### config.mk
export PLATFORM = sky130hd
export DESIGN_NAME = pt_add_seq_flat
export DESIGN_NICKNAME = d
export VERILOG_FILES = /design/src/rtl/pt_add_seq_if.sv /design/src/rtl/pt_add_seq.sv /design/src/flat_wrapper.sv
export SDC_FILE = /design/constraint.sdc
export NUM_CORES = 1
export LEC_CHECK = 0
export CAP_MARGIN = 20
export CORE_UTILIZATION = 46
export CTS_BUF_LIST = sky130_fd_sc_hd__clkbuf_8
export CTS_CLUSTER_SIZE = 8
export DETAILED_ROUTE_END_ITERATION = 8
export DONT_BUFFER_PORTS = 1
export GPL_TIMING_DRIVEN = 0
export MAX_ROUTING_LAYER = met4
export PLACE_DENSITY = 0.67
export SETUP_SLACK_MARGIN = 0.2
export SLEW_MARGIN = 20
export SYNTH_ARGS = -nofsm -noshare
export SYNTH_HDL_FRONTEND = slang
export SYNTH_SLANG_ARGS = --single-unit
### constraint.sdc
create_clock -name i_clk -period 3.5 [get_ports i_clk]
set_input_delay 0.7 -clock i_clk [delete_from_list [all_inputs] [get_ports i_clk]]
set_output_delay 0.7 -clock i_clk [all_outputs]
set_load 0.02 [all_outputs]
### src/rtl/pt_add_seq_if.sv
// Request/result and field-unit signal bundle for the elliptic-curve point-add sequencer.
// The slave side is the sequencer; the master side is the requester plus the field unit.
interface pt_add_seq_if #(
   parameter int SIZE = 32
);
   logic            start;
   logic [SIZE-1:0] x1;
   logic [SIZE-1:0] y1;
   logic [SIZE-1:0] x2;
   logic [SIZE-1:0] y2;
   logic [SIZE-1:0] prime;
   logic            busy;
   logic            done;
   logic [1:0]      err;
   logic [SIZE-1:0] x3;
   logic [SIZE-1:0] y3;
   logic [SIZE-1:0] gf_in_0;
   logic [SIZE-1:0] gf_in_1;
   logic [SIZE-1:0] gf_prime;
   logic [1:0]      gf_op;
   logic            gf_start;
   logic [SIZE-1:0] gf_result;
   logic            gf_done;

   modport slave (
      input  start, x1, y1, x2, y2, prime, gf_result, gf_done,
      output busy, done, err, x3, y3, gf_in_0, gf_in_1, gf_prime, gf_op, gf_start
   );

   modport master (
      output start, x1, y1, x2, y2, prime, gf_result, gf_done,
      input  busy, done, err, x3, y3, gf_in_0, gf_in_1, gf_prime, gf_op, gf_start
   );
endinterface

### src/rtl/pt_add_seq.sv
// Affine point addition P3 = P1 + P2 sequenced as a fixed 9-step program of
// field operations issued to an external field unit (add/sub/mult/div).
module pt_add_seq #(
   parameter int SIZE    = 32,
   parameter int TIMEOUT = 1023
) (
   input  logic        i_clk,
   input  logic        i_rst,
   pt_add_seq_if.slave bus
);
   localparam int            CW        = (TIMEOUT > 1) ? $clog2(TIMEOUT) : 1;
   localparam logic [CW-1:0] CNT_LAST  = CW'(TIMEOUT - 1);
   localparam logic [1:0]    OP_SUB    = 2'd1;
   localparam logic [1:0]    OP_MUL    = 2'd2;
   localparam logic [1:0]    OP_DIV    = 2'd3;
   localparam logic [1:0]    ERR_OK    = 2'd0;
   localparam logic [1:0]    ERR_EQX   = 2'd1;
   localparam logic [1:0]    ERR_TMO   = 2'd2;
   localparam logic [3:0]    LAST_STEP = 4'd8;

   typedef enum logic [2:0] {
      S_IDLE  = 3'd0,
      S_CHECK = 3'd1,
      S_ISSUE = 3'd2,
      S_WAIT  = 3'd3,
      S_FIN   = 3'd4
   } state_t;

   state_t          state_q, state_d;
   logic [3:0]      step_q, step_d;
   logic [CW-1:0]   cnt_q, cnt_d;
   logic [SIZE-1:0] x1_q, x1_d, y1_q, y1_d, x2_q, x2_d, y2_q, y2_d, p_q, p_d;
   logic [SIZE-1:0] t0_q, t0_d, t1_q, t1_d, xr_q, xr_d;
   logic            busy_q, busy_d, done_q, done_d, gfs_q, gfs_d;
   logic [1:0]      err_q, err_d, op_q, op_d;
   logic [SIZE-1:0] x3_q, x3_d, y3_q, y3_d, in0_q, in0_d, in1_q, in1_d;
   logic            advance_s, issue_s;

   // Program table: {op, in_0, in_1} for each step; xr is the X3 intermediate.
   function automatic logic [2*SIZE+1:0] step_operands(
      input logic [3:0]      step,
      input logic [SIZE-1:0] x1, y1, x2, t0, t1, xr
   );
      case (step)
         4'd0:    step_operands = {OP_SUB, y2_q, y1};
         4'd1:    step_operands = {OP_SUB, x2, x1};
         4'd2:    step_operands = {OP_DIV, t0, t1};
         4'd3:    step_operands = {OP_MUL, t0, t0};
         4'd4:    step_operands = {OP_SUB, t1, x1};
         4'd5:    step_operands = {OP_SUB, t1, x2};
         4'd6:    step_operands = {OP_SUB, x1, xr};
         4'd7:    step_operands = {OP_MUL, t0, t1};
         4'd8:    step_operands = {OP_SUB, t1, y1};
         default: step_operands = {OP_SUB, {SIZE{1'b0}}, {SIZE{1'b0}}};
      endcase
   endfunction

   // Next-state computation for the sequencer and all of its registered outputs.
   always_comb begin
      state_d   = state_q;
      step_d    = step_q;
      cnt_d     = cnt_q;
      x1_d      = x1_q;
      y1_d      = y1_q;
      x2_d      = x2_q;
      y2_d      = y2_q;
      p_d       = p_q;
      t0_d      = t0_q;
      t1_d      = t1_q;
      xr_d      = xr_q;
      busy_d    = busy_q;
      done_d    = 1'b0;
      gfs_d     = 1'b0;
      err_d     = err_q;
      op_d      = op_q;
      x3_d      = x3_q;
      y3_d      = y3_q;
      in0_d     = in0_q;
      in1_d     = in1_q;
      advance_s = 1'b0;
      issue_s   = 1'b0;

      case (state_q)
         S_IDLE: begin
            if (bus.start) begin
               x1_d    = bus.x1;
               y1_d    = bus.y1;
               x2_d    = bus.x2;
               y2_d    = bus.y2;
               p_d     = bus.prime;
               err_d   = ERR_OK;
               busy_d  = 1'b1;
               state_d = S_CHECK;
            end else begin
               busy_d  = 1'b0;
            end
         end
         S_CHECK: begin
            // Equal x means doubling or the point at infinity; neither is handled here.
            if (x1_q == x2_q) begin
               state_d = S_FIN;
               err_d   = ERR_EQX;
               x3_d    = {SIZE{1'b0}};
               y3_d    = {SIZE{1'b0}};
               busy_d  = 1'b0;
               done_d  = 1'b1;
            end else begin
               step_d  = 4'd0;
               issue_s = 1'b1;
            end
         end
         S_ISSUE: begin
            cnt_d = {CW{1'b0}};
            if (bus.gf_done) begin
               advance_s = 1'b1;
            end else begin
               state_d   = S_WAIT;
            end
         end
         S_WAIT: begin
            if (bus.gf_done) begin
               advance_s = 1'b1;
            end else if (cnt_q == CNT_LAST) begin
               state_d   = S_FIN;
               err_d     = ERR_TMO;
               x3_d      = {SIZE{1'b0}};
               y3_d      = {SIZE{1'b0}};
               busy_d    = 1'b0;
               done_d    = 1'b1;
            end else begin
               cnt_d     = cnt_q + CW'(1'b1);
            end
         end
         S_FIN: begin
            state_d = S_IDLE;
         end
         default: begin
            state_d = S_IDLE;
            busy_d  = 1'b0;
         end
      endcase

      if (advance_s) begin
         case (step_q)
            4'd0, 4'd2:                   t0_d = bus.gf_result;
            4'd1, 4'd3, 4'd4, 4'd6, 4'd7: t1_d = bus.gf_result;
            4'd5:                         xr_d = bus.gf_result;
            default:                      xr_d = xr_q;
         endcase
         if (step_q == LAST_STEP) begin
            state_d = S_FIN;
            x3_d    = xr_q;
            y3_d    = bus.gf_result;
            busy_d  = 1'b0;
            done_d  = 1'b1;
         end else begin
            step_d  = step_q + 4'd1;
            issue_s = 1'b1;
         end
      end else begin
         advance_s = 1'b0;
      end

      // Operands come from the post-capture values so back-to-back steps see fresh results.
      if (issue_s) begin
         state_d = S_ISSUE;
         gfs_d   = 1'b1;
         {op_d, in0_d, in1_d} = step_operands(step_d, x1_q, y1_q, x2_q, t0_d, t1_d, xr_d);
      end else begin
         issue_s = 1'b0;
      end
   end

   // State and output registers with asynchronous active-low reset.
   always_ff @(posedge i_clk or negedge i_rst) begin
      if (!i_rst) begin
         state_q <= S_IDLE;
         step_q  <= 4'd0;
         cnt_q   <= {CW{1'b0}};
         x1_q    <= {SIZE{1'b0}};
         y1_q    <= {SIZE{1'b0}};
         x2_q    <= {SIZE{1'b0}};
         y2_q    <= {SIZE{1'b0}};
         p_q     <= {SIZE{1'b0}};
         t0_q    <= {SIZE{1'b0}};
         t1_q    <= {SIZE{1'b0}};
         xr_q    <= {SIZE{1'b0}};
         busy_q  <= 1'b0;
         done_q  <= 1'b0;
         gfs_q   <= 1'b0;
         err_q   <= 2'd0;
         op_q    <= 2'd0;
         x3_q    <= {SIZE{1'b0}};
         y3_q    <= {SIZE{1'b0}};
         in0_q   <= {SIZE{1'b0}};
         in1_q   <= {SIZE{1'b0}};
      end else begin
         state_q <= state_d;
         step_q  <= step_d;
         cnt_q   <= cnt_d;
         x1_q    <= x1_d;
         y1_q    <= y1_d;
         x2_q    <= x2_d;
         y2_q    <= y2_d;
         p_q     <= p_d;
         t0_q    <= t0_d;
         t1_q    <= t1_d;
         xr_q    <= xr_d;
         busy_q  <= busy_d;
         done_q  <= done_d;
         gfs_q   <= gfs_d;
         err_q   <= err_d;
         op_q    <= op_d;
         x3_q    <= x3_d;
         y3_q    <= y3_d;
         in0_q   <= in0_d;
         in1_q   <= in1_d;
      end
   end

   assign bus.busy     = busy_q;
   assign bus.done     = done_q;
   assign bus.err      = err_q;
   assign bus.x3       = x3_q;
   assign bus.y3       = y3_q;
   assign bus.gf_in_0  = in0_q;
   assign bus.gf_in_1  = in1_q;
   assign bus.gf_prime = p_q;
   assign bus.gf_op    = op_q;
   assign bus.gf_start = gfs_q;
endmodule

### src/flat_wrapper.sv
// flat-port wrapper written by rule: the top's interface ports become plain ports
module pt_add_seq_flat 
#(
   parameter int SIZE    = 32,
   parameter int TIMEOUT = 1023
)
  (i_clk, i_rst, bus_start, bus_x1, bus_y1, bus_x2, bus_y2, bus_prime, bus_gf_result, bus_gf_done, bus_busy, bus_done, bus_err, bus_x3, bus_y3, bus_gf_in_0, bus_gf_in_1, bus_gf_prime, bus_gf_op, bus_gf_start);
  pt_add_seq_if #(.SIZE(SIZE)) bus_i ();
  input  logic i_clk;
  input  logic i_rst;
  input wire logic [$bits(bus_i.start)-1:0] bus_start;
  input wire logic [$bits(bus_i.x1)-1:0] bus_x1;
  input wire logic [$bits(bus_i.y1)-1:0] bus_y1;
  input wire logic [$bits(bus_i.x2)-1:0] bus_x2;
  input wire logic [$bits(bus_i.y2)-1:0] bus_y2;
  input wire logic [$bits(bus_i.prime)-1:0] bus_prime;
  input wire logic [$bits(bus_i.gf_result)-1:0] bus_gf_result;
  input wire logic [$bits(bus_i.gf_done)-1:0] bus_gf_done;
  output wire logic [$bits(bus_i.busy)-1:0] bus_busy;
  output wire logic [$bits(bus_i.done)-1:0] bus_done;
  output wire logic [$bits(bus_i.err)-1:0] bus_err;
  output wire logic [$bits(bus_i.x3)-1:0] bus_x3;
  output wire logic [$bits(bus_i.y3)-1:0] bus_y3;
  output wire logic [$bits(bus_i.gf_in_0)-1:0] bus_gf_in_0;
  output wire logic [$bits(bus_i.gf_in_1)-1:0] bus_gf_in_1;
  output wire logic [$bits(bus_i.gf_prime)-1:0] bus_gf_prime;
  output wire logic [$bits(bus_i.gf_op)-1:0] bus_gf_op;
  output wire logic [$bits(bus_i.gf_start)-1:0] bus_gf_start;
  assign bus_i.start = bus_start;
  assign bus_i.x1 = bus_x1;
  assign bus_i.y1 = bus_y1;
  assign bus_i.x2 = bus_x2;
  assign bus_i.y2 = bus_y2;
  assign bus_i.prime = bus_prime;
  assign bus_i.gf_result = bus_gf_result;
  assign bus_i.gf_done = bus_gf_done;
  assign bus_busy = bus_i.busy;
  assign bus_done = bus_i.done;
  assign bus_err = bus_i.err;
  assign bus_x3 = bus_i.x3;
  assign bus_y3 = bus_i.y3;
  assign bus_gf_in_0 = bus_i.gf_in_0;
  assign bus_gf_in_1 = bus_i.gf_in_1;
  assign bus_gf_prime = bus_i.gf_prime;
  assign bus_gf_op = bus_i.gf_op;
  assign bus_gf_start = bus_i.gf_start;
  pt_add_seq #(.SIZE(SIZE), .TIMEOUT(TIMEOUT)) u_core (.i_clk(i_clk), .i_rst(i_rst), .bus(bus_i));
endmodule
==> reports/qor.txt, run 1 <==
status: finished with violations
failing checks: negative hold slack
fin cells: 2140
Worst-Skew Late Latency: 640 ps
Remaining Overflow, GRT: 0
vias per inst: 6.28
VDD IR-drop max: 575 uV
depth of the CTS H-tree: 3
effective utilization at floorplan: 0.467
sequential power share: 0.394
Die ar.: 41100 um2
CTS clk-pin slew, worst paths: 60 ps
utilization after layout: 0.528
GRT Util Overall: 0.311
IO Port Bufs: 0
CTS Buf Count: 73
first-pass GRT wire length: 91100 um
Avg Inst Size Synth: 12.7 um2
Fmax: 0.307 GHz
DR iter-0 viols: 1172
CP Max Fanout: 10
fin area: 21000 um2
Wirelength per Cell: 29.0 um
crit path capture: u_core.bus.gf_in_1[11]$_DFFE_PN0P_
CP startpoint: u_core.x1_q[24]$_DFFE_PN0P_
Leak Pwr: 9.12 nW
Commonest cells post-synth: 408 x dfrtp_1, 218 x mux2_2, 98 x a22o_1
dpl ws: -560 ps
Synth area leaders: dfrtp_1 55%, mux2_2 13%, a22o_1 4.6%
Netlist cell types: 57
Seq cells post-synth: 408
Pint: 13.6 mW
Post-synth ARST share: 1.00
post-synth top area share: 0.551
syn nets: 1662
R2R depth: 11
Fin. Hold Viols: 408
crit path time final: 3260 ps
placed cell areas: 19200 um2
startpoint types: register
reg2reg start: u_core.x1_q[24]$_DFFE_PN0P_
Logic pwr share: 0.407
area grow syn2layout: 13.3%
Die H: 203 um
final setup fails: 0
Slew @ Worst Pin: 971 ps
CTS tree: yes
Worst slew margin: 0.352
antenna violations before repair: 17
Detailed Place HPWL: 43200 um
vias in the first global route: 14079
ys flop type: dfrtp_1
CP Capture Type: register
area leader, netlist: dfrtp_1
unrepaired setup endpoints after global routing: yes
Rows: 73
number of synthesized flops with an enable pin: 0
routed wire length: 62100 um
detailed-route via count: 13431
CTS root buf: clkbuf_8
final max-slew violation count: 0
PD cells: 1130 nW/um2
setup_tns: 0 ps
antenna-violating nets left: 0
Residual DRC: 0
period utilisation layout: 0.931
R2R Setup Slk: 240 ps
Crit Path Category: reg -> reg
Layout Skew: 22.3 ps
netlist area before placement: 18500 um2
worst hold path class: in -> async
RR Endpoint: u_core.bus.gf_in_1[11]$_DFFE_PN0P_
most frequent cell after synthesis: dfrtp_1
pin count of the biggest net entering global routing: 409
router iterations before antenna repair: 7
CP arrival: 3810 ps
switching fraction of total power: 0.428
die width: 203 um
clk buf depth: 3
WP data required: 4050 ps
max-cap violation count: 0
Seq/Total Area, Yosys: 0.551
Mapped Cells: 1460
total placed cells including tap cells: 1986
Total Power: 23.7 mW
Top Ports: 363
Final Wtd Congestion: 0.917
worst hold margin: -203 ps
Sw Pwr: 10.1 mW
core footprint: 39700 um2
setup ws final: 242 ps
nets: 1744
clock power share: 0.199
clk sink count: 408
Synth warnings: 0
layout cells sized above 1: 0.295
==> metal layers <==
| metal | GRT usage | share of wire | vias up |
|---|---|---|---|
| li1 | - | - | 5660 |
| met1 | 0.386 | 0.40 | 6916 |
| met2 | 0.471 | 0.47 | 680 |
| met3 | 0.0880 | 0.091 | 175 |
| met4 | 0.140 | 0.039 | 0 |
| met5 | - | 0 | - |
==> timing repair <==
item / 4_1_cts / 5_1_grt
hold endpoints to repair: 408 / 408
buffers inserted: 4 / 2
resized for setup: 32 / 30
setup endpoints to repair: 107 / 102
pin swaps: 3 / 1
cloned: 0 / 0
==> registers in the layout, indices dropped and copies added, names as in the netlist <==
signal	count
u_core.x2_q	32
u_core.y1_q	32
u_core.bus.gf_prime	32
u_core.bus.gf_in_0	32
u_core.bus.gf_start	1
u_core.state_q	3
u_core.xr_q	32
u_core.step_q	4
u_core.t0_q	32
u_core.bus.x3	32
u_core.bus.done	1
u_core.bus.gf_op	2
u_core.bus.gf_in_1	32
u_core.bus.err	2
u_core.bus.busy	1
u_core.y2_q	32
u_core.cnt_q	10
u_core.t1_q	32
u_core.x1_q	32
u_core.bus.y3	32
==> power groups by stage <==
stage | clock network [mW] | logic (mW) | registers [mW]
floorplan | 0 | 6.72 | 8.71
global placement | 0 | 9.06 | 9.30
detailed placement | 0 | 9.25 | 9.37
CTS | 4.80 | 9.45 | 9.31
global route | 5.01 | 10.2 | 9.56
finish | 4.71 | 9.64 | 9.35
==> worst min-delay path by stage <==
stage | to | cells after the start
after floorplan | u_core.bus.busy$_DFF_PN0_ | 0
after CTS | u_core.bus.gf_prime[20]$_DFFE_PN0P_ | 0
after detailed placement | u_core.bus.gf_prime[5]$_DFFE_PN0P_ | 0
after global routing | u_core.y2_q[24]$_DFFE_PN0P_ | 0
final | u_core.y2_q[24]$_DFFE_PN0P_ | 0
after global placement | u_core.bus.gf_prime[5]$_DFFE_PN0P_ | 0
==> layout make-up <==
class	count	area, um2
antenna	15	37.5
buffer	112	591
clock buffer	93	1280
clock inverter	40	265
fill	3445	18700
inverter	42	160
multi-input combinational	898	7730
sequential	408	10200
tap	525	657
timing repair buffer	7	62.6
==> placed cells by master, fill, tap and decap left out, types with 7 or more instances in the layout <==
cell type / n
o21ai_0: 9
or3_1: 34
a221oi_1: 29
a41oi_2: 30
clkbuf_4: 7
mux2i_1: 64
mux2_2: 218
buf_2: 43
inv_1: 65
a21oi_1: 38
a22oi_1: 33
clkbuf_8: 93
a22o_1: 98
nand2_1: 50
o211ai_1: 33
a2bb2oi_1: 32
clkbuf_1: 25
clkbuf_2: 22
xor2_1: 38
diode_2: 15
nor2_1: 31
dfrtp_1: 407
nand4_1: 7
buf_4: 12
nand3_1: 72
==> kinds of logic after synthesis <==
logic type               count (synthesis)  share of synthesized area
flip-flops                             408                      0.551
AO/OA/AOI/OAI                          335                      0.157
multiplexers                           288                      0.171
AND/OR/NAND/NOR                        228                     0.0615
buffers and inverters                  154                     0.0373
XOR/XNOR                                41                     0.0194
adder cells (fa/ha/maj)                  6                    0.00405
==> worst max-delay path, cell delays in order (launching register included) <==
cell and delay (ps):
dfrtp_1 430, xor2_1 500, nor4_1 110, nand4_1 110, buf_4 170, o21ai_4 110, a31oi_1 380, inv_1 180
a31oi_2 460, clkbuf_2 420, a21oi_1 100, a41oi_2 200
(Power assumes the default switching activity.)
==> run 2, diff against run 1 <==
--- a/config.mk
+++ b/config.mk
@@ -6,14 +6,14 @@
 export NUM_CORES = 1
 export LEC_CHECK = 0
 export CAP_MARGIN = 20
-export CORE_UTILIZATION = 46
+export CORE_UTILIZATION = 60
 export CTS_BUF_LIST = sky130_fd_sc_hd__clkbuf_8
 export CTS_CLUSTER_SIZE = 8
 export DETAILED_ROUTE_END_ITERATION = 8
 export DONT_BUFFER_PORTS = 1
 export GPL_TIMING_DRIVEN = 0
 export MAX_ROUTING_LAYER = met4
-export PLACE_DENSITY = 0.67
+export PLACE_DENSITY = 0.82
 export SETUP_SLACK_MARGIN = 0.2
 export SLEW_MARGIN = 20
 export SYNTH_ARGS = -nofsm -noshare
==> run 2 against run 1 <==
  * The run ends with negative hold slack, max-slew violations left
  * Flip-flop and latch count is the same
  * Final cell count is 7.0% lower
  * Fmax fell by 0.60%
  * Clock skew grew 2.9 ps
  * Sequential share of layout area grew 0.97 points
  * Clock power shrank 10%
  * Setup slack worse by 20 ps
  * Critical path depth is the same
  * Non-clock buffer count decreased by 1
  * Largest power group unchanged
==> reports/qor.txt, run 2 (synthesized netlist as in run 1, its figures left out) <==
setup_tns: 0 ps (unchanged)
global-route track usage on met2: 0.556 (+0.0853)
area grow syn2layout: 11.0%
max-cap violation count: 0 (unchanged)
WP data required: 3990 ps (-60 ps)
period utilisation layout: 0.936 (+0.00558)
detailed-route via count: 13707 (+2.1%)
CTS root buf: clkbuf_8
Remaining Overflow, GRT: 0 (unchanged)
CP peak stage delay: 470 ps (-30 ps)
layout cells sized above 1: 0.285 (-0.00983)
effective utilization at floorplan: 0.617 (+0.151)
antenna violations before repair: 15 (-2)
clk buf depth: 3 (unchanged)
cell with the largest stage delay on the worst path: nor4_1
CP arrival: 3760 ps (-50 ps)
Worst-Skew Late Latency: 590 ps (-50 ps)
unrepaired setup endpoints after global routing: yes
die width: 178 um (-12%)
Most Used Layer, Global Route: met2
Detailed Place HPWL: 40200 um (-7.0%)
Final Wtd Congestion: 0.917 (about the same)
router iterations before antenna repair: 6 (-1)
Worst slew margin: -0.291 (-0.644)
crit path time final: 3280 ps (+19.5 ps)
nets: 1740 (-0.23%)
final setup fails: 0 (unchanged)
VDD IR-drop max: 574 uV (-0.14%)
worst path buffer plus inverter count: 3 (unchanged)
commonest non-fill, non-tap cells in the layout: 407 x dfrtp_1, 218 x mux2_2, 98 x a22o_1
GRT Util Overall: 0.372 (+0.0612)
Crit path max-delay family: compound AO/OA/AOI/OAI gates
CP Cell Sequence: xor2_1, nor4_1, nand4_1, buf_4, o21ai_4, a31oi_1, inv_1, a22o_1, buf_2, nand3_1, o211ai_1
Leak Pwr: 9.02 nW (-1.1%)
first-pass GRT wire length: 83800 um (-8.0%)
R2R Setup Slk: 220 ps (-20 ps)
RR Endpoint: u_core.bus.gf_in_0[13]$_DFFE_PN0P_
Rows: 63 (-14%)
Global Route met1 Usage: 0.474 (+0.0877)
depth of the CTS H-tree: 3 (unchanged)
CP Max Fanout: 10 (unchanged)
CTS Buf Count: 70 (-4.1%)
Top Ports: 363 (unchanged)
CP Capture Type: register
core footprint: 30000 um2 (-24%)
worst hold margin: -187 ps (+15.7 ps)
Fin. Hold Viols: 94 (-77%)
CTS clk-pin slew, worst paths: 60 ps (about the same)
clk sink count: 408 (unchanged)
Residual DRC: 0 (unchanged)
Die H: 178 um (-12%)
PD cells: 1120 nW/um2 (-0.51%)
DR iter-0 viols: 1386 (+18%)
GRT met3 Usage: 0.0938 (+0.00587)
reg2reg start: u_core.x2_q[14]$_DFFE_PN0P_
R2R depth: 11 (unchanged)
failing checks: negative hold slack, max-slew violations
startpoint types: register
vias in the first global route: 13789 (-2.1%)
routed wire length: 57500 um (-7.4%)
Total Power: 23.1 mW (-2.5%)
CTS tree: yes
Wirelength per Cell: 28.9 um (-0.47%)
final max-slew violation count: 201 (+201)
Crit Path Category: reg -> reg
worst hold path class: in -> async
Slew @ Worst Pin: 1940 ps (+965 ps)
vias per inst: 6.88 (+9.7%)
commonest non-fill, non-tap cell in the layout: dfrtp_1
Layout Skew: 25.2 ps (+2.94 ps)
Fmax: 0.305 GHz (-0.60%)
IO Port Bufs: 0 (unchanged)
pin count of the biggest net entering global routing: 409 (unchanged)
Die ar.: 31600 um2 (-23%)
antenna-violating nets left: 0 (unchanged)
status: finished with violations
## run 2: worst max path at each step
stage	start	end	slack [ps]	depth (start not counted)
after floorplan	u_core.step_q[0]$_DFF_PN0_	u_core.bus.gf_in_1[10]$_DFFE_PN0P_	710	12
after global placement	bus_start	u_core.x2_q[29]$_DFFE_PN0P_	-680	5
after detailed placement	u_core.step_q[0]$_DFF_PN0_	u_core.bus.gf_in_0[19]$_DFFE_PN0P_	-410	11
after CTS	u_core.step_q[0]$_DFF_PN0_	u_core.bus.gf_in_0[13]$_DFFE_PN0P_	180	13
after global routing	u_core.x2_q[14]$_DFFE_PN0P_	u_core.bus.gf_in_0[26]$_DFFE_PN0P_	80	12
final	u_core.x2_q[14]$_DFFE_PN0P_	u_core.bus.gf_in_0[13]$_DFFE_PN0P_	220	11
## run 2: timing repair
item,4_1_cts,5_1_grt
setup endpoints to repair,105,72
gates resized for setup,25,22
pin swaps,2,2
hold endpoints to repair,408,408
setup buffers,2,3
## run 2: metal layers
metal / wire, um / vias up / part of all wire
li1: - / 5638 / -
met1: 22300 / 6927 / 0.39
met2: 26500 / 935 / 0.46
met3: 6160 / 207 / 0.11
met4: 2560 / 0 / 0.044
met5: 0 / - / 0
## run 2: final cells by class
cell class,instances,area (um2)
Buffer,112,569
Fill cell,2133,9450
Tap cell,390,488
Clock inverter,34,191
Inverter,42,160
Sequential cell,408,10200
Clock buffer,85,1170
Timing Repair Buffer,6,57.6
Multi-Input combinational cell,898,7700
Antenna cell,16,40.0
## run 2: report_power, final
part           switching [mW]  internal [mW]  total (mW)
Sequential               2.53           6.81        9.34
Clock                    1.96           2.28        4.24
Combinational            5.43           4.11        9.54
Total                    9.93           13.2        23.1
## run 2: metrics by stage
stage	instances	utilization	setup WS (ps)	instance area, um2
after global placement	1850	0.634	-680	19000
after floorplan	1460	-	707	18500
after detailed placement	1851	0.634	-405	19000
final	1991	0.685	223	20600
after CTS	1972	0.681	178	20500
after global routing	1990	0.685	80.6	20600
==> run 3, diff against run 2 <==
--- a/config.mk
+++ b/config.mk
@@ -6,6 +6,7 @@
 export NUM_CORES = 1
 export LEC_CHECK = 0
 export CAP_MARGIN = 20
+export CORE_MARGIN = 2
 export CORE_UTILIZATION = 60
 export CTS_BUF_LIST = sky130_fd_sc_hd__clkbuf_8
 export CTS_CLUSTER_SIZE = 8
==> run 3 against run 2 <==
  * The flow still finishes with violations (negative hold slack, max-slew violations)
  * First-iteration DRC count grew 5.6%
  * Via count shrank 1.1%
  * Worst hold slack improved by 2.9 ps
  * Setup slack improved by 50 ps
  * Flip-flop and latch count stayed put
  * Clock skew up 6.7 ps
  * Count of clock-buffer cells in the layout down 3
==> reports/qor.txt, run 3 (synthesized netlist as in run 1, its figures left out) <==
Slew @ Worst Pin: 1590 ps (-344 ps)
Wirelength per Cell: 28.8 um (-0.36%)
Rows: 64 (+1.6%)
Detailed Place HPWL: 39900 um (-0.80%)
CP arrival: 3710 ps (-50 ps)
WP data required: 3990 ps (about the same)
worst hold path class: in -> async
GRT Util Overall: 0.362 (-0.00971)
Die H: 180 um (+1.1%)
die width: 180 um (+1.1%)
unrepaired setup endpoints after global routing: yes
effective utilization at floorplan: 0.608 (-0.00965)
CP Capture Type: register
Layout Skew: 31.9 ps (+6.70 ps)
Leak Pwr: 8.98 nW (-0.42%)
clk sink count: 408 (unchanged)
total placed cells including tap cells: 1857 (+0.32%)
detailed-route via count: 13563 (-1.1%)
Crit Path Category: reg -> reg
crit path time final: 3230 ps (-49.6 ps)
area grow syn2layout: 10.8%
commonest non-fill, non-tap cell in the layout: dfrtp_1
pin count of the biggest net entering global routing: 409 (unchanged)
antenna violations before repair: 17 (+2)
Top Ports: 363 (unchanged)
antenna-violating nets left: 0 (unchanged)
CP Max Fanout: 10 (unchanged)
period utilisation layout: 0.922 (-0.0142)
Final Wtd Congestion: 0.936 (+2.1%)
first-pass GRT wire length: 86400 um (+3.1%)
Worst slew margin: -0.0620 (+0.229)
CTS tree: yes
routed wire length: 57500 um (about the same)
VDD IR-drop max: 631 uV (+9.9%)
startpoint types: register
CTS root buf: clkbuf_8
final setup fails: 0 (unchanged)
Fmax: 0.310 GHz (+1.5%)
PD cells: 1110 nW/um2 (-0.81%)
CTS Buf Count: 69 (-1.4%)
DR iter-0 viols: 1463 (+5.6%)
IO Port Bufs: 0 (unchanged)
Remaining Overflow, GRT: 0 (unchanged)
max-cap violation count: 0 (unchanged)
Worst-Skew Late Latency: 590 ps (about the same)
core footprint: 30500 um2 (+1.6%)
Die ar.: 32300 um2 (+2.3%)
clk buf depth: 3 (unchanged)
nets: 1739 (-0.057%)
vias in the first global route: 14182 (+2.9%)
router iterations before antenna repair: 6 (unchanged)
final max-slew violation count: 146 (-27%)
status: finished with violations
commonest non-fill, non-tap cells in the layout: 408 x dfrtp_1, 218 x mux2_2, 98 x a22o_1
vias per inst: 6.79 (-1.4%)
fin cells: 1998 (+0.35%)
worst hold margin: -184 ps (+2.94 ps)
R2R depth: 11 (unchanged)
failing checks: negative hold slack, max-slew violations
Residual DRC: 0 (unchanged)
layout cells sized above 1: 0.280 (-0.00469)
Fin. Hold Viols: 113 (+20%)
CTS clk-pin slew, worst paths: 60 ps (about the same)
depth of the CTS H-tree: 3 (unchanged)
[run 3: cell types whose count changed in the layout (fill, tap and decap cells not counted), moves of 2 or more]
| cell | delta |
|---|---|
| clkbuf_8 | -3 |
| buf_2 | -4 |
| clkinvlp_4 | +3 |
| buf_1 | -3 |
| buf_4 | +4 |
| clkinv_2 | -2 |
| inv_6 | -2 |
| diode_2 | +3 |
| inv_1 | +4 |
| clkbuf_1 | +3 |
[run 3: power by group]
group | leakage (nW) | internal [mW] | switching (mW)
clock | 0.756 | 2.12 | 1.94
combinational | 3.18 | 4.12 | 5.38
sequential | 5.05 | 6.81 | 2.51
total | 8.98 | 13.0 | 9.84
[run 3: metrics by stage]
| stage | area, um2 | utilization | worst slack [ps] | total power, mW | TNS [ps] |
|---|---|---|---|---|---|
| after floorplan | 18500 | - | 707 | 15.4 | 0 |
| after global placement | 19000 | 0.624 | -865 | 18.1 | -103770 |
| after detailed placement | 19000 | 0.624 | -405 | 18.4 | -12700 |
| after CTS | 20400 | 0.669 | 211 | 22.5 | 0 |
| after global routing | 20500 | 0.673 | 174 | 23.9 | 0 |
| final | 20500 | 0.673 | 273 | 22.9 | 0 |
[run 3: worst paths after layout]
check,start,end,slack [ps]
max,u_core.x2_q[8]$_DFFE_PN0P_,u_core.bus.gf_in_1[28]$_DFFE_PN0P_,270
min,i_rst,u_core.bus.gf_prime[8]$_DFFE_PN0P_,-180
max reg2reg,u_core.x2_q[8]$_DFFE_PN0P_,u_core.bus.gf_in_1[28]$_DFFE_PN0P_,270
min reg2reg,u_core.t1_q[29]$_DFF_PN0_,u_core.t1_q[29]$_DFF_PN0_,500
max in group asynchronous,i_rst,u_core.xr_q[31]$_DFF_PN0_,2410
min in group i_clk,bus_gf_result[16],u_core.bus.y3[16]$_DFF_PN0_,250
[run 3: worst max-delay path, cell delays in order, from the launching register on]
cell and delay (ps):
dfrtp_1 430, xor2_1 490, nor4_2 110, nand4_1 120
buf_4 170, o21ai_4 120, a31oi_1 420, inv_1 180
a31oi_2 420, clkbuf_2 390, a21oi_1 100, a41oi_2 190
[run 3: cell type report]
class | instances | area [um2]
Clock inverter | 35 | 155
Sequential cell | 408 | 10200
Multi-Input combinational cell | 898 | 7690
Inverter | 42 | 163
Antenna cell | 19 | 47.5
Buffer | 111 | 574
Fill cell | 2214 | 9980
Timing Repair Buffer | 7 | 65.1
Clock buffer | 82 | 1130
Tap cell | 396 | 495
[run 3: layer usage]
layer | up-vias | global-route usage | share of wire
met4 | 0 | 0.181 | 0.046
li1 | 5655 | - | -
met2 | 864 | 0.536 | 0.46
met3 | 181 | 0.0952 | 0.097
met1 | 6863 | 0.464 | 0.40
met5 | - | - | 0
[run 3: repair_timing]
item	4_1_cts	5_1_grt
endpoints found under the hold margin	408	408
resized for setup	21	32
endpoints found under the setup margin	105	125
pin swaps	2	4
buffers inserted	2	4
